===== config.mk =====
export PLATFORM = sky130hd
export DESIGN_NAME = ray_pixel_streamer
export DESIGN_NICKNAME = d
export VERILOG_FILES = /design/src/rtl/ray_pixel_streamer.sv
export SDC_FILE = /design/constraint.sdc
export NUM_CORES = 1
export LEC_CHECK = 0
export ABC_AREA = 0
export BUFFER_PORTS_ARGS = -buffer_cell sky130_fd_sc_hd__buf_4
export CAP_MARGIN = 20
export CORE_UTILIZATION = 45
export CTS_BUF_LIST = sky130_fd_sc_hd__clkbuf_4
export CTS_CLUSTER_SIZE = 8
export DETAILED_ROUTE_END_ITERATION = 10
export GPL_TIMING_DRIVEN = 0
export PLACE_DENSITY = 0.82
export SLEW_MARGIN = 20
export SYNTH_ARGS = -nofsm -noshare
export SYNTH_HDL_FRONTEND = slang
export SYNTH_SLANG_ARGS = --single-unit

===== constraint.sdc =====
create_clock -name clk -period 3.38 [get_ports clk]
set_input_delay 0.169 -clock clk [delete_from_list [all_inputs] [get_ports clk]]
set_output_delay 0.169 -clock clk [all_outputs]
set_load 0.05 [all_outputs]

===== src/rtl/ray_pixel_streamer.sv =====
// Shades in-order pixel beats to RGB, buffers them in a FIFO and emits an AXI4-Stream video stream.
// Optional PIXEL_SHADE_EN: shade hit pixels from the surface point instead of flat white.
module ray_pixel_streamer #(
  parameter int          H_RES      = 8,
  parameter int          V_RES      = 8,
  parameter int          FIFO_DEPTH = 16,
  parameter int          AF_MARGIN  = 4,
  parameter logic [23:0] BG_COLOUR  = 24'h000000
) (
  input  logic        clk,
  input  logic        rst,
  input  logic        pixel_valid_in,
  input  logic [95:0] surface_point_in,
  input  logic        hit_in,
  output logic [23:0] out_tdata,
  output logic        out_tvalid,
  input  logic        out_tready,
  output logic        out_tuser,
  output logic        out_tlast,
  output logic        almost_full,
  output logic        overflow,
  output logic        frame_done
);

  localparam int AW = (FIFO_DEPTH > 1) ? $clog2(FIFO_DEPTH) : 1;
  localparam int CW = AW + 1;
  localparam int XW = (H_RES > 1) ? $clog2(H_RES) : 1;
  localparam int YW = (V_RES > 1) ? $clog2(V_RES) : 1;
  localparam logic [XW-1:0] X_LAST   = XW'(H_RES - 1);
  localparam logic [YW-1:0] Y_LAST   = YW'(V_RES - 1);
  localparam logic [CW-1:0] DEPTH_C  = CW'(FIFO_DEPTH);
  localparam logic [CW-1:0] MARGIN_C = CW'(AF_MARGIN);

  logic [23:0] hit_rgb;

`ifdef PIXEL_SHADE_EN
  // Magnitude of a Q8.24 value, saturated to 8 bits of fraction.
  function automatic logic [7:0] sat8(input logic [31:0] c);
    logic [31:0] mag;
    mag = c[31] ? (~c + 32'd1) : c;
    return (mag >= 32'h0100_0000) ? 8'hFF : mag[23:16];
  endfunction

  genvar gi;
  generate
    for (gi = 0; gi < 3; gi++) begin : g_chan
      assign hit_rgb[gi*8 +: 8] = sat8(surface_point_in[gi*32 +: 32]);
    end
  endgenerate
`else
  logic unused_surface_point;
  assign unused_surface_point = ^surface_point_in;
  assign hit_rgb = 24'hFFFFFF;
`endif

  logic          s1_valid_reg;
  logic [23:0]   s1_rgb_reg;
  logic [23:0]   fifo_mem [FIFO_DEPTH];
  logic [AW-1:0] wr_ptr_reg;
  logic [AW-1:0] rd_ptr_reg;
  logic [CW-1:0] count_reg;
  logic [XW-1:0] x_reg, x_next, ld_x;
  logic [YW-1:0] y_reg, y_next, ld_y;
  logic          hs, load, full, push;

  always_comb begin
    hs     = out_tvalid & out_tready;
    load   = (~out_tvalid | out_tready) & (count_reg != '0);
    full   = (count_reg == DEPTH_C);
    // A full FIFO still accepts the write when the head is popped in the same cycle.
    push   = s1_valid_reg & (~full | load);
    x_next = (x_reg == X_LAST) ? '0 : x_reg + XW'(1);
    y_next = y_reg;
    if (x_reg == X_LAST) begin
      y_next = (y_reg == Y_LAST) ? '0 : y_reg + YW'(1);
    end
    // A load during a handshake holds the pixel after the one leaving now.
    ld_x = hs ? x_next : x_reg;
    ld_y = hs ? y_next : y_reg;
  end

  assign almost_full = ((DEPTH_C - count_reg) <= MARGIN_C);

  always_ff @(posedge clk or negedge rst) begin
    if (!rst) begin
      s1_valid_reg <= 1'b0;
      s1_rgb_reg   <= '0;
    end else begin
      s1_valid_reg <= pixel_valid_in;
      if (pixel_valid_in) begin
        s1_rgb_reg <= hit_in ? hit_rgb : BG_COLOUR;
      end
    end
  end

  always_ff @(posedge clk) begin
    if (push) begin
      fifo_mem[wr_ptr_reg] <= s1_rgb_reg;
    end
  end

  always_ff @(posedge clk or negedge rst) begin
    if (!rst) begin
      wr_ptr_reg <= '0;
      rd_ptr_reg <= '0;
      count_reg  <= '0;
      overflow   <= 1'b0;
    end else begin
      if (push) wr_ptr_reg <= wr_ptr_reg + AW'(1);
      if (load) rd_ptr_reg <= rd_ptr_reg + AW'(1);
      count_reg <= count_reg + CW'(push) - CW'(load);
      if (s1_valid_reg & ~push) overflow <= 1'b1;
    end
  end

  always_ff @(posedge clk or negedge rst) begin
    if (!rst) begin
      out_tdata  <= '0;
      out_tvalid <= 1'b0;
      out_tuser  <= 1'b0;
      out_tlast  <= 1'b0;
      frame_done <= 1'b0;
      x_reg      <= '0;
      y_reg      <= '0;
    end else begin
      if (load) begin
        out_tdata  <= fifo_mem[rd_ptr_reg];
        out_tvalid <= 1'b1;
        out_tuser  <= (ld_x == '0) && (ld_y == '0);
        out_tlast  <= (ld_x == X_LAST);
      end else if (hs) begin
        out_tvalid <= 1'b0;
      end
      frame_done <= hs && (x_reg == X_LAST) && (y_reg == Y_LAST);
      if (hs) begin
        x_reg <= x_next;
        y_reg <= y_next;
      end
    end
  end

endmodule


## Word-level counts from Yosys, hierarchy flattened

Memory sizes are Yosys's and may differ from the RTL's. A register that Yosys moved wholly into a read port is not among the register bits.
Cells that the tools add are included.

| operators by class | value |
|---|---|
| $add $sub $neg | 7 |
| $mul | 0 |
| div/mod/pow operators | 0 |
| order comparisons | 1 |
| eq/ne operators | 4 |
| shift-type cells | 0 |
| muxes and demuxes | 10 |
| bitwise logic cells | 9 |
| reductions and logical operators | 8 |

Operators by type and width:

| kind | count |
|---|---|
| 2-to-1 mux 24 bit | 1 |
| 2-to-1 mux 3 bit | 5 |
| == test 3 bit, second input constant | 3 |
| adder 4 x 1 -> 4 bit, second input constant | 2 |
| adder 3 x 1 -> 3 bit, second input constant | 2 |
| zero test 3 bit | 2 |
| adder 5 x 1 -> 5 bit | 1 |
| == test 5 bit, second input constant | 1 |
| <= comparator 5 x 3 -> 1 bit, second input constant | 1 |
| nonzero test 5 bit | 1 |
| subtractor 5 x 1 -> 5 bit | 1 |
| subtractor 5 bit, first input constant | 1 |
| bitwise AND 1 bit | 4 |
| 2-to-1 mux 1 bit | 4 |
| logical AND 1 bit | 3 |
| NOT 1 bit | 3 |
| bitwise OR 1 bit | 2 |
| nonzero test 2 bit | 1 |
| zero test 1 bit | 1 |

| word-level totals | value |
|---|---|
| bits in registers | 49 |
| latch bits | 0 |
| memory bits (writable) | 384 |
| memory bits (read-only) | 0 |
| bits of input ports | 101 |
| output and inout bits | 30 |
| logic and storage cells | 52 |
| memories | 1 |

Memories:

| name | depth | bits a word | rd ports | clocked after memory_dff | wr ports | line | text |
|---|---|---|---|---|---|---|---|
| fifo_mem | 16 | 24 | 1 | 1 | 1 | 58 | `logic [23:0] fifo_mem [FIFO_DEPTH];` |

## Depth between registers and ports, before layout

Gate-level depths: netlist of run 1.

| logic depth | value |
|---|---|
| word-level depth | 7 |
| depth in mapped cells | 14 |
| gate-level depth less buffers | 13 |

## Worst setup path after synthesis of run 1

No wires, ideal clock.

| timing path | value |
|---|---|
| path kind | reg-to-reg |
| from | reg count_reg[2] |
| to | reg count_reg[4] |
| setup time | 0.125 ns |
| arrival | 2.587 ns |
| data required time | 3.255 ns |
| setup slack | 0.668 ns |
| stages on the path, launching flop included | 15 |
| buffers on the path | 1 |
| clock period less this slack | 2.712 ns |
| cell sequence | dfrtp_1 inv_1 ha_1 nor3b_1 ha_1 or2_1 buf_4 inv_2 ha_1 inv_1 ha_1 fa_1 a21oi_1 o21bai_1 xnor2_1 |

| on the way | value |
|---|---|
| cells in the longest elaborated chain, start to end | 6 |
| elaborated cells between the ends (all ways) | 8 |
| classes of those cells | 2 x add/sub; 1 x eq/ne; 4 x bitwise; 1 x reduce/logical |

RTL lines:

| item | line | text |
|---|---|---|
| start: declaration | 61 | `logic [CW-1:0] count_reg;` |
| start signal: assignment | 111 | `count_reg <= count_reg + CW'(push) - CW'(load);` |
| nonzero test 5 bit * | 68 | `load = (~out_tvalid \| out_tready) & (count_reg != '0);` |
| bitwise AND 1 bit * | 68 |  |
| net load | 64 | `logic hs, load, full, push;` |
| bitwise OR 1 bit | 71 | `push = s1_valid_reg & (~full \| load);` |
| bitwise AND 1 bit | 71 |  |
| adder 5 x 1 -> 5 bit | 111 |  |
| subtractor 5 x 1 -> 5 bit * | 111 |  |

Mark *: on every way through the listed nets, which the timed path passes. The rest lies on a longest branch.
A chain may end at the register's enable or synchronous reset.

## Final worst setup path of run 1

| timing path | value |
|---|---|
| from | reg count_reg[3] |
| to | reg count_reg[4] |

Same word-level chain as after synthesis.

==> results.yml, run 1 <==
floorplan:
  start_util: 0.476
  fp.dieW_um: 73.4
  core-area_sq_um: 4820
  ios: 131
  die_y_um: 73.4
  rows: 25
  die_area_sq_um: 5380
power_and_ir_drop:
  power_mw: 2.98
  seq_power_share: 0.292
  clkPwrFrac: 0.087
  intPower_mw: 1.52
  ir_drop_mv: 0.564
  static-leakage-power_nw: 1.24
  power.density_nw_per_um2: 1100
  combinationalPowerShare: 0.621
  p_sw_mw: 1.46
  swShare: 0.491
routing:
  drt-initial-drc-count: 99
  drt_pass1_iterations: 4
  avgViaCountPerCell: 4.83
  ant_nets: 0
  drc: 0
  vias: 1498
  drt-total-wl_um: 3800
  routedWlPerCell_um: 12.2
synth:
  synth_warnings: 0
  async_reset_ff_frac: 0.628
  netlist_area_sq_um: 2290
  synth.area.top_cells: "dfrtp_1 (29%), edfxtp_1 (21%), ha_1 (9.8%)"
  synth_top_area_frac: 0.295
  yosysMostFrequentCell: "dfrtp_1"
  synth-main-ff-cell: "dfrtp_1"
  synth_area_per_cell_sq_um: 11.5
  synth-edff-count: 16
  syn_inst: 199
  ys_types: 38
  synth_seq_cells: 43
  ys_seq_area_frac: 0.504
  ys_top_cells_by_count: "dfrtp_1 (27), buf_4 (24), ha_1 (18)"
  synth_top_area_cell: "dfrtp_1"
  syn-num-nets: 319
sta:
  tns_ns: 0
  setup_viol: 0
  fin_crit_sh: 0.895
  final.setup.worst_slack_ns: 0.355
  fin_skew_ns: 0.0174
  timing.fmax_ghz: 0.331
  fin_crit_ns: 3.02
  hold_slack_ns: 0.0443
  max_slew_margin: 0.563
  slew_violations: 0
  tightest_slew_ns: 0.656
  hold_violations: 0
  rsz0062_at_grt: "no"
critical_path:
  required_ns: 3.65
  reg2reg_from: "count_reg[3]$_DFF_PN0_"
  path_cells: "inv_1 -> ha_1 -> nor3b_1 -> ha_1 -> or2_1 -> buf_4 -> inv_2 -> ha_1 -> inv_1 -> ha_1 -> fa_1 -> a21oi_1 -> o21bai_1 -> xnor2_1"
  cp_common_cell: "ha_1"
  crit_path_end_kind: "flop"
  cp_max_fo: 9
  r2r_end: "count_reg[4]$_DFF_PN0_"
  slowest_stage: "dfrtp_1"
  path_class: "flop to flop"
  arrival_ns: 3.29
  crit_end: "count_reg[4]$_DFF_PN0_"
  cp-start-kind: "flop"
  r2r_cells: 14
  cpPeakStageDelay_ns: 0.43
  timing.critical_path.from: "count_reg[3]$_DFF_PN0_"
  r2r_setup_slack_ns: 0.36
clock_network:
  clk_latency_ns: 0.36
  cts_buffers: 5
  path_clk_slew_ns: 0.14
  clock_sinks: 43
  cts-root-buf: "clkbuf_4"
  cts-resized-gates: 0
  cts_tree: "done"
  h-tree-depth: 2
  clock_path_buffers: 2
min_path:
  hp-class: "input port to flop"
  hp-start: "hit_in"
  worstHoldPathCells: 2
placed_design:
  place_area_sq_um: 2630
  pre_cts_slack_ns: 0.345
  hpwl_um: 2820
  gp_congestion: 0.811
  numPortBuffers: 34
grt:
  grt.total_usage: 0.161
  grt_max_degree: 28
  first_global_vias: 1420
  grt_pass1_wl_um: 6430
  antenna_found_initial: 0
  grt.overflow.total: 0
finish:
  drive_gt1_frac: 0.317
  largest_register_ffs: 16
  area_growth_pct: 18.2
  diodes: 0
  nets: 362
  fin_area_sq_um: 2710
run:
  drv_cap: 0
outcome:
  outcome: "finished clean"
==> worst max-delay path, delay by kind of cell (launching register included) <==
kind / cells / cell delay, ns
xor gates and xnor gates: 1 / 0.13
buffers and inverters: 4 / 0.42
DFF: 1 / 0.43
adders and majority gates: 5 / 1.34
and+or+nand+nor: 2 / 0.40
AOI/OAI and AO/OA: 2 / 0.24
==> worst min path at each step <==
stage                                 endpoint
CTS                 s1_rgb_reg[22]$_DFFE_PN0P_
floorplan               count_reg[0]$_DFF_PN0_
global placement        count_reg[2]$_DFF_PN0_
detailed placement      count_reg[2]$_DFF_PN0_
global route        s1_rgb_reg[22]$_DFFE_PN0P_
finish              s1_rgb_reg[22]$_DFFE_PN0P_
==> through the flow <==
stage | instances | utilization
after floorplan | 199 | -
after CTS | 310 | 0.563
after detailed placement | 300 | 0.546
final | 310 | 0.563
after global routing | 310 | 0.563
after global placement | 300 | 0.546
==> power groups by stage <==
stage                     Sequential [mW]  Combinational, mW  Clock (mW)
after floorplan                     0.909               1.37           0
after global placement              0.872               1.79           0
after detailed placement            0.886               1.85           0
after CTS                           0.873               1.86       0.271
after global routing                0.901               1.99       0.294
final                               0.870               1.85       0.260
==> layer usage <==
| metal | track usage | up-vias | part of all wire |
|---|---|---|---|
| li1 | - | 750 | - |
| met1 | 0.187 | 694 | 0.43 |
| met2 | 0.276 | 48 | 0.49 |
| met3 | 0.0521 | 6 | 0.068 |
| met4 | 0.0662 | 0 | 0.015 |
| met5 | 0 | - | 0 |
==> placed cells by master (no fill, tap or decap), drive strengths merged, types with 2 or more instances in the layout <==
cell type and count:
xnor2 8, inv 21, nor4 5, nor2 16, ha 18, nand4 4
mux2i 7, dlygate4sd3 2, buf 59, nor2b 2, mux2 5, nand2b 2
nor3 5, xor2 2, o21ai 3, edfxtp 16, nand2 10, dfrtp 27
mux4 2, clkbuf 8, nand3 6, a21oi 3
==> kinds of logic after synthesis <==
family,Yosys count,synth area share
flip-flops,43,0.504
XOR/XNOR,10,0.0382
adder cells (fa/ha/maj),19,0.107
buffers and inverters,46,0.118
AND/OR/NAND/NOR,53,0.113
AO/OA/AOI/OAI,14,0.0431
multiplexers,14,0.0764
==> area by class of cell <==
class | instances | area [sq um]
buffer | 28 | 203
clock buffer | 5 | 37.5
clock inverter | 3 | 21.3
fill | 417 | 2110
inverter | 18 | 67.6
multi-input combinational | 110 | 866
sequential | 43 | 1160
tap | 67 | 83.8
timing repair buffer | 36 | 275
==> repair_timing <==
item | CTS | global route
endpoints found under the hold margin | 28 | 0
buffers inserted | 0 | 0
setup endpoints to repair | 0 | 0
hold buffers | 2 | 0
Note: power is estimated with default switching activity, not from simulation.
==> run 2: changes to the inputs <==
- BUFFER_PORTS_ARGS: -buffer_cell sky130_fd_sc_hd__buf_4 -> -buffer_cell sky130_fd_sc_hd__buf_2
==> results.yml, run 2 (synthesized netlist as in run 1, its figures left out) <==
critical_path:
  r2r_cells: 13
  crit_cells: 13
  cp_max_fo: 7
  required_ns: 3.63
  critPathBufInv: 2
  crit_path_end_kind: "flop"
  path_cells: "inv_1 -> ha_1 -> nor3b_1 -> ha_1 -> o21ai_2 -> nand2_2 -> ha_1 -> inv_1 -> ha_1 -> fa_1 -> a21oi_1 -> o21bai_1 -> xnor2_1"
  path_class: "flop to flop"
  arrival_ns: 3.33
  cpPeakStageDelay_ns: 0.42
  slowest_stage: "dfrtp_1"
  cp_common_cell: "ha_1"
  cp-start-kind: "flop"
  crit_family: "adder cells"
outcome:
  outcome: "finished clean"
grt:
  grt.total_usage: 0.163
  grt_max_degree: 28
  grt_pass1_wl_um: 6560
  grt.overflow.total: 0
  antenna_found_initial: 0
  first_global_vias: 1487
placed_design:
  gp_congestion: 0.763
  hpwl_um: 2820
  dp_cells: 300
  numPortBuffers: 34
  place_area_sq_um: 2550
sta:
  fin_crit_ns: 3.08
  hold_violations: 0
  slew_violations: 0
  rsz0062_at_grt: "no"
  fin_skew_ns: 0.0135
  fin_crit_sh: 0.910
  tns_ns: 0
  timing.fmax_ghz: 0.325
  tightest_slew_ns: 0.640
  setup_viol: 0
  max_slew_margin: 0.573
finish:
  mostFrequentLayoutCell: "buf_2"
  mostFrequentLayoutCells: "buf_2 (34), dfrtp_1 (27), buf_4 (24)"
  fin_area_sq_um: 2640
  area_growth_pct: 15.2
  nets: 362
  finalNonFillerCells: 309
  drive_gt1_frac: 0.314
  n_fill_cell: 421
  largest_register_ffs: 16
  diodes: 0
routing:
  avgViaCountPerCell: 4.78
  drt-initial-drc-count: 94
  drc: 0
  wl_met1_um: 1640
  ant_nets: 0
  top_layer: "met4"
  drt_pass1_iterations: 4
  drt-total-wl_um: 3810
  wl_met3_um: 174
  dr_wl_met2_um: 1950
  vias: 1477
  routedWlPerCell_um: 12.3
run:
  drv_cap: 0
floorplan:
  core-area_sq_um: 4820
  die_area_sq_um: 5380
  rows: 25
  start_util: 0.476
  fp.dieW_um: 73.4
  die_y_um: 73.4
  ios: 131
clock_network:
  clock_sinks: 43
  path_clk_slew_ns: 0.13
  cts_buffers: 5
  clk_latency_ns: 0.35
  post_cts_buffers: 0
  clock_path_buffers: 2
  cts-root-buf: "clkbuf_4"
  cts_tree: "done"
  h-tree-depth: 2
min_path:
  worstHoldPathCells: 2
  hp-class: "input port to flop"
power_and_ir_drop:
  ir_drop_mv: 0.582
  intPower_mw: 1.48
  static-leakage-power_nw: 1.23
  swShare: 0.491
  combinationalPowerShare: 0.593
  power_mw: 2.91
  clkPwrFrac: 0.108
  seq_power_share: 0.299
  p_sw_mw: 1.43
  power.density_nw_per_um2: 1100
[run 2: repair_timing]
item	in CTS	in global routing
endpoints found under the hold margin	28	0
gates resized for setup	0	0
hold buffers	2	0
[run 2: final timing paths]
check	from	to	slack, ns
max in group asynchronous	rst	wr_ptr_reg[3]$_DFFE_PN0P_	2.63
min in group asynchronous	rst	count_reg[2]$_DFF_PN0_	0.34
hold / removal	hit_in	s1_rgb_reg[22]$_DFFE_PN0P_	0.05
setup / recovery	count_reg[3]$_DFF_PN0_	count_reg[4]$_DFF_PN0_	0.30
setup reg to reg	count_reg[3]$_DFF_PN0_	count_reg[4]$_DFF_PN0_	0.30
hold reg to reg	overflow$_DFFE_PN0P_	overflow$_DFFE_PN0P_	0.49
[run 2: metrics by stage]
stage | hold WS, ns | utilization | setup slack, ns
global route | 0.0410 | 0.548 | 0.0801
floorplan | -0.127 | - | 0.668
finish | 0.0512 | 0.548 | 0.304
global placement | 0.207 | 0.529 | 0.394
detailed placement | 0.221 | 0.529 | 0.306
CTS | 0.0447 | 0.548 | 0.271
[run 2: worst reg2reg max path, delay by kind of cell (launching register included)]
| family | cells | cell delay [ns] |
|---|---|---|
| AOI/OAI and AO/OA | 3 | 0.59 |
| adders and majority gates | 5 | 1.36 |
| DFF | 1 | 0.42 |
| buffers and inverters | 2 | 0.14 |
| xor gates and xnor gates | 1 | 0.13 |
| and+or+nand+nor | 2 | 0.34 |
[run 2: area by class of cell]
class	count	area, sq um	area share
well taps	67	83.8	0.0318
repair buffers	36	190	0.0720
flip-flops and latches	43	1160	0.438
clock inverters	2	36.3	0.0137
multi-input cells	110	866	0.328
plain buffers	28	203	0.0768
clock buffers	5	37.5	0.0142
inverters	18	67.6	0.0256
[run 2: power groups by stage]
stage	Sequential (mW)	Combinational, mW	Clock [mW]
6_report	0.871	1.73	0.316
5_1_grt	0.899	1.89	0.347
4_1_cts	0.874	1.74	0.327
3_5_place_dp	0.886	1.73	0
3_3_place_gp	0.869	1.68	0
2_1_floorplan	0.909	1.37	0
[run 2: per-layer routing]
metal	track usage	vias to the layer above
li1	-	750
met1	0.194	686
met2	0.294	36
met3	0.0370	5
met4	0.0470	0
met5	0	-
==> run 3: changes to the inputs <==
- REMOVE_ABC_BUFFERS: unset -> 1
==> results.yml, run 3 (synthesized netlist as in run 1, its figures left out) <==
clock_network:
  cts-root-buf: "clkbuf_4"
  clk_latency_ns: 0.36
  h-tree-depth: 2
  clock_sinks: 43
  path_clk_slew_ns: 0.14
  cts_buffers: 5
  cts_tree: "done"
  clock_path_buffers: 2
sta:
  tightest_slew_ns: 0.588
  fin_skew_ns: 0.0140
  slew_violations: 0
  rsz0062_at_grt: "no"
  hold_slack_ns: 0.0357
  fin_crit_ns: 3.09
  fin_crit_sh: 0.916
  max_slew_margin: 0.608
  setup_viol: 0
  timing.fmax_ghz: 0.323
  hold_violations: 0
finish:
  largest_register_ffs: 16
  finalNonFillerCells: 282
  diodes: 0
  n_fill_cell: 422
  mostFrequentLayoutCell: "buf_2"
  area_growth_pct: 6.93
  nets: 334
  mostFrequentLayoutCells: "buf_2 (34), dfrtp_1 (27), ha_1 (18)"
  drive_gt1_frac: 0.247
critical_path:
  r2r_end: "count_reg[4]$_DFF_PN0_"
  timing.critical_path.from: "count_reg[2]$_DFF_PN0_"
  reg2reg_from: "count_reg[2]$_DFF_PN0_"
  cp_common_cell: "ha_1"
  slowest_stage: "dfrtp_1"
  required_ns: 3.64
  r2r_cells: 13
  cp_max_fo: 9
  cp-start-kind: "flop"
  path_cells: "inv_1 -> ha_1 -> nor3b_1 -> ha_1 -> or2_4 -> inv_2 -> ha_1 -> inv_1 -> ha_1 -> fa_1 -> a21oi_1 -> o21bai_1 -> xnor2_1"
  arrival_ns: 3.35
  cpPeakStageDelay_ns: 0.43
  path_class: "flop to flop"
  crit_path_end_kind: "flop"
  r2r_setup_slack_ns: 0.29
outcome:
  outcome: "finished clean"
placed_design:
  dp_cells: 272
  hpwl_um: 2690
  numPortBuffers: 34
  gp_congestion: 0.789
routing:
  drt_pass1_iterations: 4
  drc: 0
  ant_nets: 0
  drt-initial-drc-count: 61
  avgViaCountPerCell: 4.96
  drt-total-wl_um: 3670
  routedWlPerCell_um: 13.0
  vias: 1400
floorplan:
  fp.dieW_um: 73.4
  die_area_sq_um: 5380
  die_y_um: 73.4
  start_util: 0.476
  rows: 25
  ios: 131
  core-area_sq_um: 4820
grt:
  first_global_vias: 1334
  grt.overflow.total: 0
  grt_max_degree: 28
  grt_pass1_wl_um: 6200
  grt.total_usage: 0.154
  antenna_found_initial: 0
min_path:
  worstHoldPathCells: 2
  hp-class: "input port to flop"
  whs_endpoint: "s1_rgb_reg[22]$_DFFE_PN0P_"
  hp-start: "hit_in"
power_and_ir_drop:
  ir_drop_mv: 0.482
  power.density_nw_per_um2: 1110
  static-leakage-power_nw: 1.10
run:
  drv_cap: 0
-- run 3: changes by cell type in the layout (fill, tap and decap cells not counted), sizes merged --
cell and change:
clkinv +1, clkbuf -3, buf -25
-- run 3: metal layers --
| metal | GRT usage | routed length [um] | up-vias |
|---|---|---|---|
| li1 | - | - | 691 |
| met1 | 0.183 | 1570 | 661 |
| met2 | 0.280 | 1900 | 44 |
| met3 | 0.0329 | 169 | 4 |
| met4 | 0.0449 | 36 | 0 |
| met5 | 0 | 0 | - |
-- run 3: how the worst max path moves through the flow --
stage / to / slack, ns / cells past startpoint
after global routing: count_reg[4]$_DFF_PN0_ / 0.03 / 13
after floorplan: out_tdata[12]$_DFFE_PN0N_ / -4.49 / 2
after CTS: count_reg[4]$_DFF_PN0_ / 0.11 / 13
after global placement: count_reg[4]$_DFF_PN0_ / 0.29 / 13
final: count_reg[4]$_DFF_PN0_ / 0.29 / 13
after detailed placement: count_reg[4]$_DFF_PN0_ / 0.16 / 13
-- run 3: cell type report --
| cell class | count | area (sq um) | share of cell area |
|---|---|---|---|
| clock buffer | 5 | 37.5 | 0.0153 |
| clock inverter | 3 | 47.5 | 0.0194 |
| inverter | 18 | 67.6 | 0.0276 |
| multi-input combinational | 110 | 868 | 0.354 |
| sequential | 43 | 1160 | 0.472 |
| tap | 67 | 83.8 | 0.0342 |
| timing repair buffer | 36 | 190 | 0.0776 |
-- run 3: worst max-delay path: cells and delay by family (launching register included) --
kind / cells / cell delay (ns)
and+or+nand+nor: 2 / 0.53
DFF: 1 / 0.43
adders and majority gates: 5 / 1.37
AOI/OAI and AO/OA: 2 / 0.26
buffers and inverters: 3 / 0.27
xor gates and xnor gates: 1 / 0.13
-- run 3: power breakdown --
group	switching (mW)	internal [mW]
clock network	0.178	0.160
logic	1.02	0.441
registers	0.207	0.706
-- run 3: timing repair --
action / in CTS / in global routing
gates resized for setup: 0 / 1
endpoints found under the setup margin: 0 / 1
hold buffers: 2 / 0
hold endpoints to repair: 28 / 0
setup buffers: 0 / 0
-- run 3: per-stage QoR --
step / TNS [ns] / instance area (sq um) / util / worst slack [ns] / total power, mW
final: 0 / 2450 / 0.509 / 0.285 / 2.72
after CTS: 0 / 2450 / 0.508 / 0.105 / 2.73
after floorplan: -106.16 / 2090 / - / -4.49 / 1.73
after global placement: 0 / 2340 / 0.486 / 0.287 / 2.33
after detailed placement: 0 / 2340 / 0.486 / 0.157 / 2.39
after global routing: 0 / 2450 / 0.509 / 0.0295 / 2.91
